$ cat src/rtl/mgmt_gpio_retimer.sv
// Retiming stage between housekeeping GPIO registers and the mgmt pad buffer.
// Inputs: sync, debounce, sticky edge status and irq. Outputs: strobed registers.
module mgmt_gpio_retimer #(
  parameter int NPINS = 19,
  parameter int NOEB  = 3,
  parameter int DBW   = 4
) (
  input  logic             wb_clk_i,
  input  logic             wb_rst_i,
  input  logic [NPINS-1:0] mgmt_gpio_in_buf,
  input  logic [DBW-1:0]   db_len,
  input  logic [NPINS-1:0] edge_sel,
  input  logic [NPINS-1:0] irq_mask,
  input  logic [NPINS-1:0] irq_clear,
  output logic [NPINS-1:0] gpio_in_o,
  output logic [NPINS-1:0] edge_status,
  output logic             irq,
  input  logic             out_wr,
  input  logic [NPINS-1:0] gpio_out_i,
  input  logic [NOEB-1:0]  gpio_oeb_i,
  output logic [NPINS-1:0] mgmt_gpio_out,
  output logic [NOEB-1:0]  mgmt_gpio_oeb
);

  logic [NPINS-1:0] s1;
  logic [NPINS-1:0] s2;
  logic [NPINS-1:0] d;
  logic [NPINS-1:0] d_nxt;
  logic [NPINS-1:0] ev;
  logic [DBW-1:0]   c     [NPINS];
  logic [DBW-1:0]   c_nxt [NPINS];

  always_comb begin
    d_nxt = d;
    ev    = '0;
    for (int i = 0; i < NPINS; i++) begin
      c_nxt[i] = c[i];
      if (s2[i] == d[i]) begin
        c_nxt[i] = '0;
      end else if (c[i] == db_len) begin
        d_nxt[i] = s2[i];
        c_nxt[i] = '0;
        // edge_sel=1 selects rise (new value 1), 0 selects fall
        ev[i]    = (s2[i] == edge_sel[i]);
      end else begin
        c_nxt[i] = c[i] + 1'b1;
      end
    end
  end

  always_ff @(posedge wb_clk_i) begin
    if (wb_rst_i) begin
      s1            <= '0;
      s2            <= '0;
      d             <= '0;
      edge_status   <= '0;
      irq           <= 1'b0;
      mgmt_gpio_out <= '0;
      mgmt_gpio_oeb <= '1;
      for (int i = 0; i < NPINS; i++) c[i] <= '0;
    end else begin
      s1          <= mgmt_gpio_in_buf;
      s2          <= s1;
      d           <= d_nxt;
      edge_status <= ev | (edge_status & ~irq_clear);
      irq         <= |(edge_status & irq_mask);
      for (int i = 0; i < NPINS; i++) c[i] <= c_nxt[i];
      if (out_wr) begin
        mgmt_gpio_out <= gpio_out_i;
        mgmt_gpio_oeb <= gpio_oeb_i;
      end
    end
  end

  assign gpio_in_o = d;

endmodule

$ cat config.mk
export PLATFORM = sky130hd
export DESIGN_NAME = mgmt_gpio_retimer
export DESIGN_NICKNAME = d
export VERILOG_FILES = /design/src/rtl/mgmt_gpio_retimer.sv
export SDC_FILE = /design/constraint.sdc
export NUM_CORES = 1
export LEC_CHECK = 0
export ABC_AREA = 1
export CORE_MARGIN = 1
export CORE_UTILIZATION = 50
export CTS_CLUSTER_SIZE = 12
export DETAILED_ROUTE_END_ITERATION = 12
export GPL_ROUTABILITY_DRIVEN = 0
export PLACE_DENSITY = 0.81
export SYNTH_ARGS = -nofsm -noshare
export SYNTH_HDL_FRONTEND = slang
export SYNTH_SLANG_ARGS = --single-unit
$ cat constraint.sdc
create_clock -name wb_clk_i -period 1.1 [get_ports wb_clk_i]
set_input_delay 0.165 -clock wb_clk_i [delete_from_list [all_inputs] [get_ports wb_clk_i]]
set_output_delay 0.165 -clock wb_clk_i [all_outputs]
set_load 0.01 [all_outputs]
==> results.py <==
metrics = {
    "status": {
        "status": "completed",
    },
    "sta": {
        "setup_tns_ns": 0,
        "fin_skew_ns": 0.00589,
        "hold_viol": 0,
        "relSlewSlack_pct": 80.6,
        "max_freq_ghz": 0.925,
        "timing.hold.ws_ns": 0.189,
        "setup_violations": 0,
        "postLayoutSetupSlackWorst_ns": 0.0193,
        "max_slew.worst_pin.slew_ns": 0.291,
        "rsz0062_at_grt": "yes",
        "fin_crit_ns": 1.08,
        "slew_viol_final": 0,
        "post-route-period-util_pct": 98.2,
    },
    "synth": {
        "synth_top_family_by_area": "simple AND/OR/NAND/NOR gates",
        "syn-cell-area_mm2": 0.00829,
        "synth_xor_area_share_pct": 4.02,
        "async_reset_ff_share_pct": 0,
        "synthCells": 1242,
        "synthMuxAreaShare_pct": 0,
        "post_synth.cell_area_avg_um2": 6.67,
        "synth.top_cell.area_share_pct": 42.3,
        "synth_flop_cell": "dfxtp_1",
        "ys_types": 21,
        "synth_seq_area_share_pct": 42.3,
        "synthAdderAreaFrac_pct": 2.87,
        "synth_most_common_cell": "nand2_1",
        "synth_top_area_cell": "dfxtp_1",
        "synth_nets": 1366,
        "synth.top_cells.by_area": "dfxtp_1 42%, nand2_1 17%, nor2_1 11%, inv_1 8.7%, nand3_1 2.9%",
        "synth.yosys.warnings": 0,
        "yosys.area_share.simple_pct": 35.6,
        "ys_ff_latch": 175,
        "synth-compound-area-share_pct": 3.80,
        "synth_common_cells": "375 x nand2_1, 248 x nor2_1, 192 x inv_1, 175 x dfxtp_1, 48 x nand3_1",
        "synth_edf_count": 0,
    },
    "detailed_routing": {
        "vias": 7938,
        "viasPerCell": 4.72,
        "drtIter0Drc": 514,
        "routed_wl_mm": 20.9,
        "drc": 0,
        "avgRoutedWirePerCell_um": 12.4,
        "drtPass1Iterations": 5,
        "drtAntennaViolNets": 0,
    },
    "place": {
        "dp_hpwl_mm": 13.7,
        "dp.cells": 1632,
        "place_ws_ns": -0.612,
        "postPlaceCellArea_mm2": 0.0103,
        "port-buffer-count": 165,
    },
    "setup_path": {
        "rr_worst_depth": 7,
        "cp_max_fo": 5,
        "r2r-start": "c[14][0]$_SDFF_PP0_",
        "reg2reg_to": "edge_status[14]$_SDFF_PP0_",
        "arrival_ns": 1.44,
        "critPathKind": "reg2reg",
        "r2r_slack_ns": 0.02,
        "end_kind": "flop",
        "required_ns": 1.46,
        "worstSetupStartpointType": "flop",
    },
    "final_layout": {
        "drive_gt1_share_pct": 27.7,
        "syn_to_final_growth_pct": 36.4,
        "fill_cells": 1255,
        "nNetsFinal": 1578,
        "final_util_pct": 70.4,
        "n_antenna_cell": 0,
        "finalNonFillerCells": 1683,
        "seq_area_mm2": 0.00367,
        "design_area_mm2": 0.0113,
        "multiInputGateArea_mm2": 0.00410,
    },
    "global_route": {
        "first_global_vias": 7307,
        "antenna_found_initial": 0,
        "grt.overflow.total": 0,
        "grt_start_max_net_pins": 42,
        "grt_pass1_wl_mm": 32.0,
        "grt_use_total_pct": 24.0,
    },
    "worst_hold_path": {
        "hp-start": "wb_rst_i",
        "hold_path_end": "edge_status[17]$_SDFF_PP0_",
        "hold_path_depth": 3,
        "hp-class": "in2reg",
    },
    "floorplan": {
        "design.core.area_mm2": 0.0161,
        "dieArea_mm2": 0.0171,
        "num_rows": 46,
        "initial_core_util_pct": 51.6,
        "io_pins": 166,
        "die_w_um": 131,
        "die_h_um": 131,
    },
    "cts": {
        "h-tree-depth": 4,
        "clkLatencyLatePin_ns": 0.43,
        "clkTransAtPathRegs_ns": 0.06,
        "cts_root_buf": "clkbuf_16",
        "cts_sinks": 175,
        "clockBufferDepth": 2,
        "cts_tree": "built",
        "cts_buffers": 17,
    },
    "pwr": {
        "powerDensity_mw_per_mm2": 1290,
        "vdd_ir_drop_max_uv": 1150,
        "p_total_mw": 14.6,
        "leakagePower_nw": 5.24,
    },
    "flow_run": {
        "drv_cap": 0,
    },
}
## cell usage in the layout (no fill, tap or decap), types with 18 or more instances in the layout
cell type / count
inv_1: 179
nand3_2: 24
o21ai_0: 22
a21oi_1: 30
dfxtp_2: 106
xor2_1: 19
nand2_1: 344
buf_6: 18
buf_4: 49
nor2_1: 223
clkdlybuf4s50_1: 99
xnor2_1: 19
ha_1: 19
dfxtp_1: 61
buf_2: 48
nand2_2: 45
nand3_1: 37
nor2_2: 41
## critical path, stage by stage (launching register included)
cell and delay, ns:
dfxtp_4 0.37, inv_1 0.04, nand2_1 0.05, nand2_1 0.07, nor2_2 0.17, buf_4 0.13, nand3_1 0.08, a21oi_1 0.12
## area by class of cell
cell class	instances	share of cell area (%)
multi-input cells	842	36.2
flip-flops and latches	175	32.4
repair buffers	222	16.9
inverters	196	6.64
clock buffers	21	4.16
well taps	216	2.39
clock inverters	11	1.22
## layer usage
metal	track usage, %	vias up	part of all wire, %
met3	7.57	43	7.1
met4	7.57	0	1.7
met5	0	-	0
met2	41.9	234	49
met1	28.0	3558	42
li1	-	4103	-
## sequential cells by signal, summed over array words and instances (netlist names)
| register | count |
|---|---|
| s1 | 19 |
| irq | 1 |
| gpio_in_o | 19 |
| mgmt_gpio_oeb | 3 |
| edge_status | 19 |
| mgmt_gpio_out | 19 |
| s2 | 19 |
| c | 76 |
## worst max-delay path by stage
stage                             start                    endpoint  slack [ns]  cells after the start
floorplan           c[13][0]$_SDFF_PP0_         c[13][0]$_SDFF_PP0_        0.13                      7
global placement              db_len[0]         c[17][0]$_SDFF_PP0_       -0.54                      8
detailed placement            db_len[0]         c[14][0]$_SDFF_PP0_       -0.61                      8
CTS                 c[13][1]$_SDFF_PP0_         c[13][2]$_SDFF_PP0_      0.0009                      7
global route        c[14][0]$_SDFF_PP0_  gpio_in_o[14]$_SDFFE_PP0P_       -0.07                      8
finish              c[14][0]$_SDFF_PP0_  edge_status[14]$_SDFF_PP0_        0.02                      7
## report_power, final
group | switching (mW) | total (mW) | internal (mW)
Sequential | 0.124 | 6.66 | 6.53
Combinational | 0.936 | 1.77 | 0.837
Clock | 2.47 | 6.19 | 3.73
## logic make-up (layout without fill, tap and decap cells)
kind of cell             Yosys count  after routing
buffers and inverters            225            450
adder cells (fa/ha/maj)           19             19
AO/OA/AOI/OAI                     63             63
AND/OR/NAND/NOR                  722            722
XOR/XNOR                          38             38
flip-flops                       175            175
## what timing repair did
action	in CTS	in global routing
gates resized for setup	291	203
hold buffers	0	0
pin swaps	2	59
buffers inserted	6	13
setup endpoints to repair	176	135
Power figures use the tool's default switching activity.
